### src/rtl/mem_arbiter_pkg.sv
// Shared types and defaults for the pool memory arbiter.
// Index widths are derived with idx_w so single-entry configs still get 1 bit.
package mem_arbiter_pkg;

  localparam int DEF_PROC_COUNT = 4;
  localparam int DEF_BUS_W      = 16;
  localparam int ADDR_W         = 8;
  localparam int MEM_WSIZE_W    = 3;

  typedef logic [ADDR_W-1:0] addr_t;

  typedef enum logic [2:0] {
    IDLE,
    WR,
    RD_ISSUE,
    RD_WAIT,
    RD_DONE
  } arb_state_t;

  function automatic int idx_w(input int n);
    return (n > 1) ? $clog2(n) : 1;
  endfunction

endpackage

### src/rtl/mem_arbiter_rr_picker.sv
// Combinational round-robin select: first request
// at or after the pointer, wrapping modulo N.
module mem_arbiter_rr_picker
  import mem_arbiter_pkg::*;
#(
  parameter int N  = DEF_PROC_COUNT,
  parameter int PW = idx_w(N)
) (
  input  logic [N-1:0]  i_req,
  input  logic [PW-1:0] i_ptr,
  output logic [N-1:0]  o_gnt,
  output logic [PW-1:0] o_idx,
  output logic          o_any
);

  always_comb begin
    logic [PW:0]   s;
    logic [PW-1:0] j;
    s     = '0;
    j     = '0;
    o_gnt = '0;
    o_idx = '0;
    o_any = 1'b0;
    for (int i = 0; i < N; i++) begin
      s = {1'b0, i_ptr} + (PW+1)'(i);
      if (s >= (PW+1)'(N))
        s = s - (PW+1)'(N);
      j = s[PW-1:0];
      if (!o_any && i_req[j]) begin
        o_any    = 1'b1;
        o_idx    = j;
        o_gnt[j] = 1'b1;
      end
    end
  end

endmodule

### src/rtl/mem_arbiter.sv
// Round-robin arbiter from the processor pool onto
// a single-port memory with fixed read latency.
module mem_arbiter
  import mem_arbiter_pkg::*;
#(
  parameter int PROC_COUNT = DEF_PROC_COUNT,
  parameter int BUS_W      = DEF_BUS_W,
  parameter int MEM_RD_LAT = 1
) (
  input  logic                    i_clk,
  input  logic                    i_rstn,
  input  logic [PROC_COUNT-1:0]   i_req_rd,
  input  logic [PROC_COUNT-1:0]   i_req_wr,
  input  addr_t [PROC_COUNT-1:0]  i_addr,
  input  logic [PROC_COUNT-1:0][BUS_W-1:0]
                                  i_wdata,
  input  logic [PROC_COUNT-1:0][MEM_WSIZE_W-1:0]
                                  i_wr_size,
  output logic [PROC_COUNT-1:0]   o_grant_rd,
  output logic [PROC_COUNT-1:0]   o_grant_wr,
  output logic [PROC_COUNT-1:0]   o_valid,
  output logic [BUS_W-1:0]        o_data,
  output addr_t                   o_mem_addr,
  output logic [BUS_W-1:0]        o_mem_wdata,
  output logic [MEM_WSIZE_W-1:0]  o_mem_wsize,
  output logic                    o_mem_we,
  output logic                    o_mem_re,
  input  logic [BUS_W-1:0]        i_mem_rdata
);

  localparam int PW = idx_w(PROC_COUNT);
  localparam int CW = idx_w(MEM_RD_LAT + 1);

  arb_state_t state_q, state_d;
  logic [PW-1:0] ptr_q, ptr_d;
  logic [PW-1:0] w_q, w_d;
  logic [CW-1:0] cnt_q, cnt_d;
  logic [BUS_W-1:0] data_q, data_d;
  logic [PROC_COUNT-1:0] grant_rd_q, grant_rd_d;
  logic [PROC_COUNT-1:0] grant_wr_q, grant_wr_d;
  logic [PROC_COUNT-1:0] valid_q, valid_d;
  logic we_q, we_d;
  logic re_q, re_d;

  logic [PROC_COUNT-1:0] pick_gnt;
  logic [PW-1:0]         pick_idx;
  logic                  pick_any;
  logic [PW-1:0]         w_nxt;

  mem_arbiter_rr_picker #(
    .N  (PROC_COUNT),
    .PW (PW)
  ) u_pick (
    .i_req (i_req_rd | i_req_wr),
    .i_ptr (ptr_q),
    .o_gnt (pick_gnt),
    .o_idx (pick_idx),
    .o_any (pick_any)
  );

  assign w_nxt = (w_q == PW'(PROC_COUNT - 1))
               ? '0 : w_q + 1'b1;

  always_ff @(posedge i_clk or negedge i_rstn) begin
    if (!i_rstn) begin
      state_q    <= IDLE;
      ptr_q      <= '0;
      w_q        <= '0;
      cnt_q      <= '0;
      data_q     <= '0;
      grant_rd_q <= '0;
      grant_wr_q <= '0;
      valid_q    <= '0;
      we_q       <= 1'b0;
      re_q       <= 1'b0;
    end else begin
      state_q    <= state_d;
      ptr_q      <= ptr_d;
      w_q        <= w_d;
      cnt_q      <= cnt_d;
      data_q     <= data_d;
      grant_rd_q <= grant_rd_d;
      grant_wr_q <= grant_wr_d;
      valid_q    <= valid_d;
      we_q       <= we_d;
      re_q       <= re_d;
    end
  end

  // A pending write on the winner always beats its read.
  always_comb begin
    state_d = state_q;
    ptr_d   = ptr_q;
    w_d     = w_q;
    cnt_d   = cnt_q;
    data_d  = data_q;
    unique case (state_q)
      IDLE: begin
        if (pick_any) begin
          w_d     = pick_idx;
          state_d = i_req_wr[pick_idx]
                  ? WR : RD_ISSUE;
        end
      end
      WR: begin
        state_d = IDLE;
        ptr_d   = w_nxt;
      end
      RD_ISSUE: begin
        state_d = RD_WAIT;
        cnt_d   = CW'(MEM_RD_LAT - 1);
      end
      RD_WAIT: begin
        if (cnt_q == '0) begin
          data_d  = i_mem_rdata;
          state_d = RD_DONE;
        end else begin
          cnt_d = cnt_q - 1'b1;
        end
      end
      RD_DONE: begin
        state_d = IDLE;
        ptr_d   = w_nxt;
      end
      default: state_d = IDLE;
    endcase
  end

  // Strobes are decoded from the next state so they
  // appear registered in the cycle the state is entered.
  always_comb begin
    logic [PROC_COUNT-1:0] oh;
    oh         = PROC_COUNT'(1) << w_d;
    grant_wr_d = (state_d == WR) ? oh : '0;
    grant_rd_d = (state_d == RD_ISSUE) ? oh : '0;
    valid_d    = (state_d == RD_DONE) ? oh : '0;
    we_d       = (state_d == WR);
    re_d       = (state_d == RD_ISSUE);
  end

  assign o_grant_rd  = grant_rd_q;
  assign o_grant_wr  = grant_wr_q;
  assign o_valid     = valid_q;
  assign o_data      = data_q;
  assign o_mem_we    = we_q;
  assign o_mem_re    = re_q;
  assign o_mem_addr  = (we_q | re_q)
                     ? i_addr[w_q] : '0;
  assign o_mem_wdata = we_q ? i_wdata[w_q] : '0;
  assign o_mem_wsize = we_q ? i_wr_size[w_q] : '0;

endmodule

### config.mk
export PLATFORM = sky130hd
export DESIGN_NAME = mem_arbiter
export DESIGN_NICKNAME = d
export VERILOG_FILES = /design/src/rtl/mem_arbiter_pkg.sv /design/src/rtl/mem_arbiter_rr_picker.sv /design/src/rtl/mem_arbiter.sv
export SDC_FILE = /design/constraint.sdc
export NUM_CORES = 1
export LEC_CHECK = 0
export ABC_AREA = 1
export BUFFER_PORTS_ARGS = -buffer_cell sky130_fd_sc_hd__buf_2
export CAP_MARGIN = 20
export CELL_PAD_IN_SITES_DETAIL_PLACEMENT = 1
export CELL_PAD_IN_SITES_GLOBAL_PLACEMENT = 2
export CORE_MARGIN = 2
export CORE_UTILIZATION = 19
export CTS_BUF_LIST = sky130_fd_sc_hd__clkbuf_8
export CTS_CLUSTER_SIZE = 10
export DETAILED_ROUTE_END_ITERATION = 7
export GPL_ROUTABILITY_DRIVEN = 0
export MAX_ROUTING_LAYER = met4
export PLACE_DENSITY = 0.85
export SLEW_MARGIN = 20
export SYNTH_ARGS = -nofsm -noshare
export SYNTH_HDL_FRONTEND = slang
export SYNTH_SLANG_ARGS = --single-unit
### constraint.sdc
create_clock -name i_clk -period 2.3 [get_ports i_clk]
set_input_delay 0.115 -clock i_clk [delete_from_list [all_inputs] [get_ports i_clk]]
set_output_delay 0.115 -clock i_clk [all_outputs]
set_load 0.01 [all_outputs]
==> results of run 1 <==
-- sequential cells by signal, summed over array words and instances, names as in the netlist --
signal,cells
w_q,2
o_mem_we,1
o_data,16
ptr_q,2
o_mem_re,1
o_grant_rd,4
o_grant_wr,4
o_valid,4
state_q,3
-- final cells by class --
cell class                 count  area (µm²)  area share
clock buffer                   5        68.8      0.0177
clock inverter                 3        46.3      0.0119
inverter                      20        82.6      0.0213
multi-input combinational    334        1490       0.384
sequential                    37         927       0.239
tap                          176         220      0.0567
timing repair buffer         199        1050       0.269
-- cells by family (layout without fill, tap and decap cells) --
| kind of cell | after synthesis | count (layout) | synth area share |
|---|---|---|---|
| AOI/OAI and AO/OA | 89 | 89 | 0.185 |
| adders and majority gates | 1 | 1 | 0.00483 |
| buffers and inverters | 41 | 227 | 0.0667 |
| DFF | 37 | 37 | 0.357 |
| and+or+nand+nor | 244 | 244 | 0.386 |
-- worst max path at each step --
stage,endpoint,cells past startpoint,from
final,state_q[1],12,ptr_q[0]
after global routing,o_valid[3],13,ptr_q[0]
after CTS,state_q[1],12,ptr_q[0]
after detailed placement,state_q[1],11,ptr_q[0]
after global placement,o_valid[3],13,ptr_q[0]
after floorplan,o_valid[3],15,ptr_q[0]
-- power groups by stage --
stage	Combinational (W)	Clock, W	Sequential (W)
2_1_floorplan	0.00209	0	0.00116
3_3_place_gp	0.00323	0	0.00109
3_5_place_dp	0.00332	0	0.00110
4_1_cts	0.00333	0.000592	0.00109
5_1_grt	0.00370	0.000619	0.00113
6_report	0.00326	0.000572	0.00109
-- timing repair --
action | 4_1_cts | 5_1_grt
resized for setup | 0 | 0
endpoints found under the setup margin | 0 | 0
hold endpoints to repair | 37 | 0
hold buffers | 1 | 0
setup buffers | 0 | 0
-- layer usage --
layer	GRT usage	vias up	wire length [µm]
met5	-	-	0
met4	0.0356	0	170
met3	0.0349	12	877
met2	0.262	141	5250
met1	0.172	1574	4640
li1	-	1673	-
-- per-stage QoR --
stage | total power (W) | cells | hold slack (ns)
after CTS | 0.00501 | 774 | 0.0166
final | 0.00492 | 774 | 0.0257
after detailed placement | 0.00442 | 765 | 0.265
after global placement | 0.00432 | 765 | 0.246
after global routing | 0.00545 | 774 | 0.0265
after floorplan | 0.00326 | 412 | -0.181
-- placed cells by master (no fill, tap or decap) --
master           n
inv_1           13
buf_4            6
bufinv_16        1
dfrtp_2          1
nand2_1         80
inv_2            4
nor2_2           2
inv_4            1
o21ai_2          2
nand2_4          2
a21boi_0         1
nand2_2         12
dlygate4sd3_1    1
o21ai_0         56
clkinv_1         1
nor2_4           1
nand3_2          2
buf_2          190
o21ai_4          2
inv_6            1
buf_12           2
clkbuf_8         5
dfrtp_1         36
nand3_1         12
ha_1             1
a21oi_1         28
nor2_1         133
clkinv_4         1
clkinvlp_4       1
-- worst max-delay path, cell delays in order (launching register included) --
cell and delay, ns:
dfrtp_1 0.51, inv_6 0.13, nand2_1 0.07, nand2_2 0.10, nand3_1 0.12, o21ai_2 0.13
nand3_1 0.13, nand2_2 0.10, nand2_2 0.07, nand2_1 0.06, nand3_1 0.08, nand3_1 0.25
nand2_1 0.10
==> metrics.md, run 1 <==
| Metric | Value |
|---|---|
| Status | `finished clean` |
| Worst setup SP type | `flip-flop` |
| Netlist cell types | `24` |
| Die height | `121 µm` |
| Area contributors post-synth | `dfrtp_1 36%, nor2_1 19%, nand2_1 12%, o21ai_0 11%, a21oi_1 5.4%` |
| Worst path required time | `2.46 ns` |
| Htree depth | `2` |
| Pre-antenna DRT Iters | `4` |
| Tmin final | `1.97 ns` |
| Clk network pwr share | `0.116` |
| Rows | `42` |
| Slew Limit Headroom | `0.459` |
| Sink Count | `37` |
| Sequential area share after synthesis | `0.357` |
| Initial antenna violation count | `0` |
| Count leader, synth | `nor2_1` |
| Syn Area/Cell | `6.29 µm²` |
| Routed vias | `3400` |
| Reg2Reg Setup Slack | `0.33 ns` |
| HP Start | `i_mem_rdata[10]` |
| Netlist Area Pre-Place | `2590 µm²` |
| Final instance area | `3880 µm²` |
| Die Width | `121 µm` |
| Clock skew | `0.00567 ns` |
| Post-synth ARST share | `1.00` |
| Vias in the first global route | `3612` |
| Data arrival, critical path | `2.13 ns` |
| DR DRC count | `0` |
| Max cap viols | `0` |
| Post-Syn Nets | `547` |
| Post-synth top cells | `133 x nor2_1, 80 x nand2_1, 56 x o21ai_0, 37 x dfrtp_1, 28 x a21oi_1` |
| Gr usage total | `0.149` |
| First-pass GRT wire length | `17200 µm` |
| RSZ-0062 raised after global routing | `no` |
| Synth Flop Type | `dfrtp_1` |
| Ant. Diodes | `0` |
| Share of the synthesized area in the top cell type | `0.357` |
| Warnings from Yosys | `0` |
| Tightest Pin Transition | `0.812 ns` |
| Post-route antenna net violation count | `0` |
| Maximum vdd drop | `0.000778 V` |
| Area growth syn-to-layout | `49.9%` |
| Critical Path Fanout Max | `9` |
| Hold EP | `o_data[10]` |
| Hold crit path type | `input port to flip-flop` |
| Setup-failing EPs final | `0` |
| Dpl cell area | `3760 µm²` |
| Switching power | `0.00252 W` |
| DR WL/cell | `14.1 µm` |
| Setup ws final | `0.329 ns` |
| Flip-flop and latch count after synthesis | `37` |
| Clock tree buffer depth | `2` |
| Number of flops mapped to enable cells by yosys | `0` |
| CP Class | `flip-flop to flip-flop` |
| Fill count | `1767` |
| Cell count of the worst hold path | `3` |
| FF-to-FF Start | `ptr_q[0]` |
| Period utilization | `0.857` |
| Input/output buffers | `190` |
| Clock root buffer | `clkbuf_8` |
| Setup TNS | `0 ns` |
| Via/cell ratio | `4.39` |
| Comb power frac | `0.663` |
| Clock transition at path regs | `0.08 ns` |
| Layout cells sized above 1 | `0.395` |
| Global route total overflow | `0` |
| Endpoints failing hold | `0` |
| FMAX | `507 MHz` |
| CTS tree | `yes` |
| Initial Util | `0.195` |
| Cell taking the most area after synthesis | `dfrtp_1` |
| Number of CTS-inserted buffers | `5` |
| Full die area | `14600 µm²` |
| Sequential power share | `0.221` |
| Layout Utilization | `0.292` |
| Worst-skew pair later-pin latency | `0.29 ns` |
| Post-DP HPWL | `8790 µm` |
| RR Endpoint | `state_q[1]` |
| Pre-CTS setup slack | `0.337 ns` |
| Leakage | `2.15 nW` |
| Routed WL | `10900 µm` |
| Worst R2R Path Depth | `12` |
| Int Pwr | `0.00240 W` |
| Switch share | `0.512` |
| Max Slew Vio Count | `0` |
| Pwr dens | `1270 nW/µm²` |
| Initial DRC Count | `143` |
| Worst setup EP type | `flip-flop` |
| I/O Pins | `191` |
| Largest net degree at the start of global routing | `58` |
| Cells after Synth | `412` |
| Final net count | `732` |
| Core Box Area | `13300 µm²` |
(Power assumes the default switching activity.)
==> run 2: changes to the inputs <==
--- a/config.mk
+++ b/config.mk
@@ -6,15 +6,15 @@
 export NUM_CORES = 1
 export LEC_CHECK = 0
 export ABC_AREA = 1
-export BUFFER_PORTS_ARGS = -buffer_cell sky130_fd_sc_hd__buf_2
 export CAP_MARGIN = 20
 export CELL_PAD_IN_SITES_DETAIL_PLACEMENT = 1
 export CELL_PAD_IN_SITES_GLOBAL_PLACEMENT = 2
 export CORE_MARGIN = 2
-export CORE_UTILIZATION = 19
+export CORE_UTILIZATION = 30
 export CTS_BUF_LIST = sky130_fd_sc_hd__clkbuf_8
 export CTS_CLUSTER_SIZE = 10
 export DETAILED_ROUTE_END_ITERATION = 7
+export DONT_BUFFER_PORTS = 1
 export GPL_ROUTABILITY_DRIVEN = 0
 export MAX_ROUTING_LAYER = met4
 export PLACE_DENSITY = 0.85
==> run 2 against run 1 <==
Clock skew down 0.0012 ns. Sequential cell count unchanged. Global-route usage up 4.2 points. Largest power group unchanged. Die area down 36%. Combinational power down 21%. Clock-buffer cell count up 1. Clock power down 20%. Highest routed layer unchanged. Via count down 21%. Sequential share of layout area up 7.4 points.
==> metrics.md, run 2 (synthesized netlist as in run 1, its figures left out) <==
| Metric | Value |
|---|---|
| Status | `finished clean` |
| RSZ-0062 raised after global routing | `no` |
| Area growth syn-to-layout | `14.5%` |
| Hold crit path type | `input port to async pin` |
| Fill count | `1077` |
| Final instance area | `2970 µm²` |
| Die Width | `96.9 µm` |
| Clock transition at path regs | `0.07 ns` |
| Setup-failing EPs final | `0` |
| Max Slew Vio Count | `0` |
| FMAX | `484 MHz` |
| First-pass GRT wire length | `14200 µm` |
| WHS | `0.272 ns` |
| Largest net degree at the start of global routing | `55` |
| Maximum vdd drop | `0.000582 V` |
| Htree depth | `2` |
| Pwr dens | `1460 nW/µm²` |
| Initial DRC Count | `44` |
| Worst setup SP type | `flip-flop` |
| Clock tree buffer depth | `2` |
| Pre-antenna DRT Iters | `4` |
| Endpoints failing hold | `0` |
| Hold_buf cts | `18` |
| Input/output buffers | `0` |
| Routed WL | `8770 µm` |
| Routed vias | `2679` |
| Worst setup EP type | `flip-flop` |
| Core Box Area | `8300 µm²` |
| Leakage | `1.40 nW` |
| Total power | `0.00433 W` |
| Multi-input gate area | `1490 µm²` |
| CP Class | `flip-flop to flip-flop` |
| Rows | `33` |
| Final net count | `558` |
| CTS tree | `yes` |
| Most common cell after layout, fill and taps aside | `nor2_1` |
| Full die area | `9390 µm²` |
| Post-route antenna net violation count | `0` |
| Gr usage total | `0.191` |
| Worst path required time | `2.47 ns` |
| Initial antenna violation count | `0` |
| Max cap viols | `0` |
| DR WL/cell | `16.6 µm` |
| Critical Path Fanout Max | `9` |
| Period utilization | `0.899` |
| Via/cell ratio | `5.07` |
| Dpl cell area | `2690 µm²` |
| Clock skew | `0.00445 ns` |
| Most frequent cells in the layout | `133 x nor2_1, 80 x nand2_1, 56 x o21ai_0, 36 x dfrtp_1, 28 x a21oi_1` |
| Reg area | `927 µm²` |
| Layout cells sized above 1 | `0.106` |
| Vias in the first global route | `2806` |
| Worst-skew pair later-pin latency | `0.29 ns` |
| Initial Util | `0.312` |
| Slew Limit Headroom | `0.488` |
| Setup TNS | `0 ns` |
| Die height | `96.9 µm` |
| I/O Pins | `191` |
| Tightest Pin Transition | `0.765 ns` |
| Sink Count | `37` |
| Data arrival, critical path | `2.24 ns` |
| Post-DP HPWL | `6610 µm` |
| Post-CTS Setup Inserts | `0` |
| Tmin final | `2.07 ns` |
| Clock root buffer | `clkbuf_8` |
| Ant. Diodes | `0` |
| DR DRC count | `0` |
| Number of CTS-inserted buffers | `5` |
| Global route total overflow | `0` |
| Reg2Reg Setup Slack | `0.23 ns` |
| Post-CTS Resized | `0` |
| Max reg flops | `16` |
[run 2: per-layer routing]
metal  part of all wire  track usage  routed length (µm)  up-vias
met5                  0            -                   0        -
met4              0.013       0.0401                 110        0
met3              0.077       0.0520                 674       10
met2               0.52        0.344                4600      114
met1               0.39        0.211                3380     1230
li1                   -            -                   -     1325
[run 2: where the power goes]
group / switching [W] / internal [W]
Combinational: 0.00179 / 0.000803
Sequential: 0.000353 / 0.000924
Clock: 0.000223 / 0.000237
[run 2: worst paths after layout]
path,from,end,depth (start not counted)
max,ptr_q[0],o_grant_rd[3],12
min,i_rstn,o_data[9],2
max reg2reg,ptr_q[0],o_grant_rd[3],12
min reg2reg,o_data[12],o_data[12],2
max in group asynchronous,i_rstn,w_q[0],2
min in group i_clk,i_req_wr[2],o_mem_we,6
[run 2: through the flow]
step	setup WS, ns	utilization	std cells
floorplan	0.611	-	412
global placement	0.310	0.324	503
detailed placement	0.240	0.324	503
CTS	0.155	0.357	528
global route	0.00776	0.357	528
finish	0.233	0.357	528
[run 2: cell type report]
type | count | share of cell area
sequential | 37 | 0.313
clock inverter | 1 | 0.00253
multi-input combinational | 334 | 0.503
clock buffer | 6 | 0.0278
tap | 105 | 0.0443
inverter | 20 | 0.0278
timing repair buffer | 25 | 0.0819
[run 2: worst max-delay path, stage by stage, from the launching register on]
cell and delay (ns):
dfrtp_1 0.51, inv_6 0.14, nand2_1 0.08, nand2_2 0.11, nand3_1 0.14, o21ai_2 0.16, nand3_1 0.14, nand2_2 0.10
nand2_2 0.07, nand2_1 0.07, nand3_1 0.09, nand3_1 0.25, nor2_1 0.08
==> run 3: changes to the inputs <==
--- a/config.mk
+++ b/config.mk
@@ -16,7 +16,6 @@
 export DETAILED_ROUTE_END_ITERATION = 7
 export DONT_BUFFER_PORTS = 1
 export GPL_ROUTABILITY_DRIVEN = 0
-export MAX_ROUTING_LAYER = met4
 export PLACE_DENSITY = 0.85
 export SLEW_MARGIN = 20
 export SYNTH_ARGS = -nofsm -noshare
==> run 3 against run 2 <==
Total power is 0.11% lower. Highest routed layer unchanged. Routed wire length is 0.10% higher. Sequential share of layout area did not move. Maximum frequency is essentially flat. Register-to-register slack about the same. Sequential power barely moved. Sequential cell count is the same. Die area unchanged. Global-route usage down 0.54 points. Clock-buffer cell count stayed put.
==> metrics.md, run 3 (synthesized netlist as in run 1, its figures left out) <==
| Metric | Value |
|---|---|
| Clock root buffer | `clkbuf_8` |
| Initial DRC Count | `44` |
| Final net count | `558` |
| Worst path required time | `2.47 ns` |
| Post-CTS Setup Inserts | `0` |
| Clock skew | `0.00452 ns` |
| Largest net degree at the start of global routing | `55` |
| Tightest Pin Transition | `0.755 ns` |
| Critical path's largest stage delay | `0.51 ns` |
| Hold_buf cts | `18` |
| Maximum vdd drop | `0.000582 V` |
| Most frequent cells in the layout | `133 x nor2_1, 80 x nand2_1, 56 x o21ai_0, 36 x dfrtp_1, 28 x a21oi_1` |
| Max Slew Vio Count | `0` |
| Clock transition at path regs | `0.07 ns` |
| Core Box Area | `8300 µm²` |
| Initial antenna violation count | `0` |
| Worst Path Buf+Inv | `1` |
| Status | `finished clean` |
| Htree depth | `2` |
| Cell mode on critical path | `nand3_1` |
| Period utilization | `0.899` |
| Setup TNS | `0 ns` |
| DR WL/cell | `16.6 µm` |
| Input/output buffers | `0` |
| Vias in the first global route | `2804` |
| Reg2Reg Setup Slack | `0.23 ns` |
| Full die area | `9390 µm²` |
| I/O Pins | `191` |
| Max cap viols | `0` |
| Critical Path Fanout Max | `9` |
| Layout cells sized above 1 | `0.106` |
| Sink Count | `37` |
| Setup ws final | `0.232 ns` |
| Pre-antenna DRT Iters | `4` |
| Crit path max-delay family | `simple AND/OR/NAND/NOR gates` |
| Post-DP HPWL | `6610 µm` |
| Worst setup EP type | `flip-flop` |
| DR DRC count | `0` |
| First-pass GRT wire length | `14300 µm` |
| Initial Util | `0.312` |
| CTS tree | `yes` |
| Post-route antenna net violation count | `0` |
| Die Width | `96.9 µm` |
| Routed WL | `8780 µm` |
| Leakage | `1.40 nW` |
| Rows | `33` |
| Worst R2R Path Depth | `12` |
| Pwr dens | `1460 nW/µm²` |
| Die height | `96.9 µm` |
| Routed vias | `2673` |
| Clock tree buffer depth | `2` |
| Setup-failing EPs final | `0` |
| Area growth syn-to-layout | `14.5%` |
| CP Class | `flip-flop to flip-flop` |
| Data arrival, critical path | `2.24 ns` |
| FMAX | `484 MHz` |
| Pre-CTS setup slack | `0.240 ns` |
| Slew Limit Headroom | `0.495` |
| Post-CTS Resized | `0` |
| Most common cell after layout, fill and taps aside | `nor2_1` |
| Via/cell ratio | `5.06` |
| Tmin final | `2.07 ns` |
| Hold crit path type | `input port to async pin` |
| Worst setup SP type | `flip-flop` |
| Worst-skew pair later-pin latency | `0.29 ns` |
| CP cell instances | `inv_6 -> nand2_1 -> nand2_2 -> nand3_1 -> o21ai_2 -> nand3_1 -> nand2_2 -> nand2_2 -> nand2_1 -> nand3_1 -> nand3_1 -> nor2_1` |
| Endpoints failing hold | `0` |
| Ant. Diodes | `0` |
| Number of CTS-inserted buffers | `5` |
| RR Endpoint | `o_grant_rd[3]` |
| Global route total overflow | `0` |
| Gr usage total | `0.185` |
| RSZ-0062 raised after global routing | `no` |
| FF-to-FF Start | `ptr_q[0]` |
| Max reg flops | `16` |
| CP max-delay cell | `dfrtp_1` |
-- run 3: worst max-delay path by stage --
stage | start | to | slack [ns] | cells after the start
after floorplan | ptr_q[0] | o_valid[3] | 0.61 | 15
after global placement | ptr_q[0] | o_grant_rd[3] | 0.31 | 12
after detailed placement | ptr_q[0] | state_q[1] | 0.24 | 12
after CTS | w_q[1] | o_mem_wdata[8] | 0.16 | 5
after global routing | ptr_q[0] | o_grant_rd[2] | 0.008 | 11
final | ptr_q[0] | o_grant_rd[3] | 0.23 | 12
-- run 3: worst register-to-register path, stage by stage, from the launching register on --
cell     delay (ns)
dfrtp_1        0.51
inv_6          0.14
nand2_1        0.08
nand2_2        0.11
nand3_1        0.14
o21ai_2        0.16
nand3_1        0.15
nand2_2        0.10
nand2_2        0.07
nand2_1        0.07
nand3_1        0.09
nand3_1        0.25
nor2_1         0.08
-- run 3: final cells by class --
type	instances	area (µm²)
flip-flops and latches	37	927
multi-input cells	334	1490
inverters	20	82.6
fillers	1077	5330
repair buffers	25	243
well taps	105	131
clock buffers	6	82.6
clock inverters	1	7.51
-- run 3: power breakdown --
group | leakage [nW] | switching (W) | internal, W
logic | 0.880 | 0.00178 | 0.000803
registers | 0.473 | 0.000353 | 0.000924
clock network | 0.0433 | 0.000222 | 0.000237
total | 1.40 | 0.00236 | 0.00196
-- run 3: per-stage QoR --
stage          std cells   util  area, µm²  total power (W)  hold WS (ns)
2_1_floorplan        412      -       2590          0.00326        -0.181
3_3_place_gp         503  0.324       2690          0.00376        -0.180
3_5_place_dp         503  0.324       2690          0.00388        -0.180
4_1_cts              528  0.357       2970          0.00440         0.262
5_1_grt              528  0.357       2970          0.00481         0.277
6_report             528  0.357       2970          0.00432         0.275
-- run 3: layer usage --
metal | vias up | track usage | wire (µm)
li1 | 1325 | - | -
met1 | 1224 | 0.203 | 3320
met2 | 114 | 0.347 | 4640
met3 | 10 | 0.0585 | 705
met4 | 0 | 0.0401 | 113
met5 | - | 0 | 0
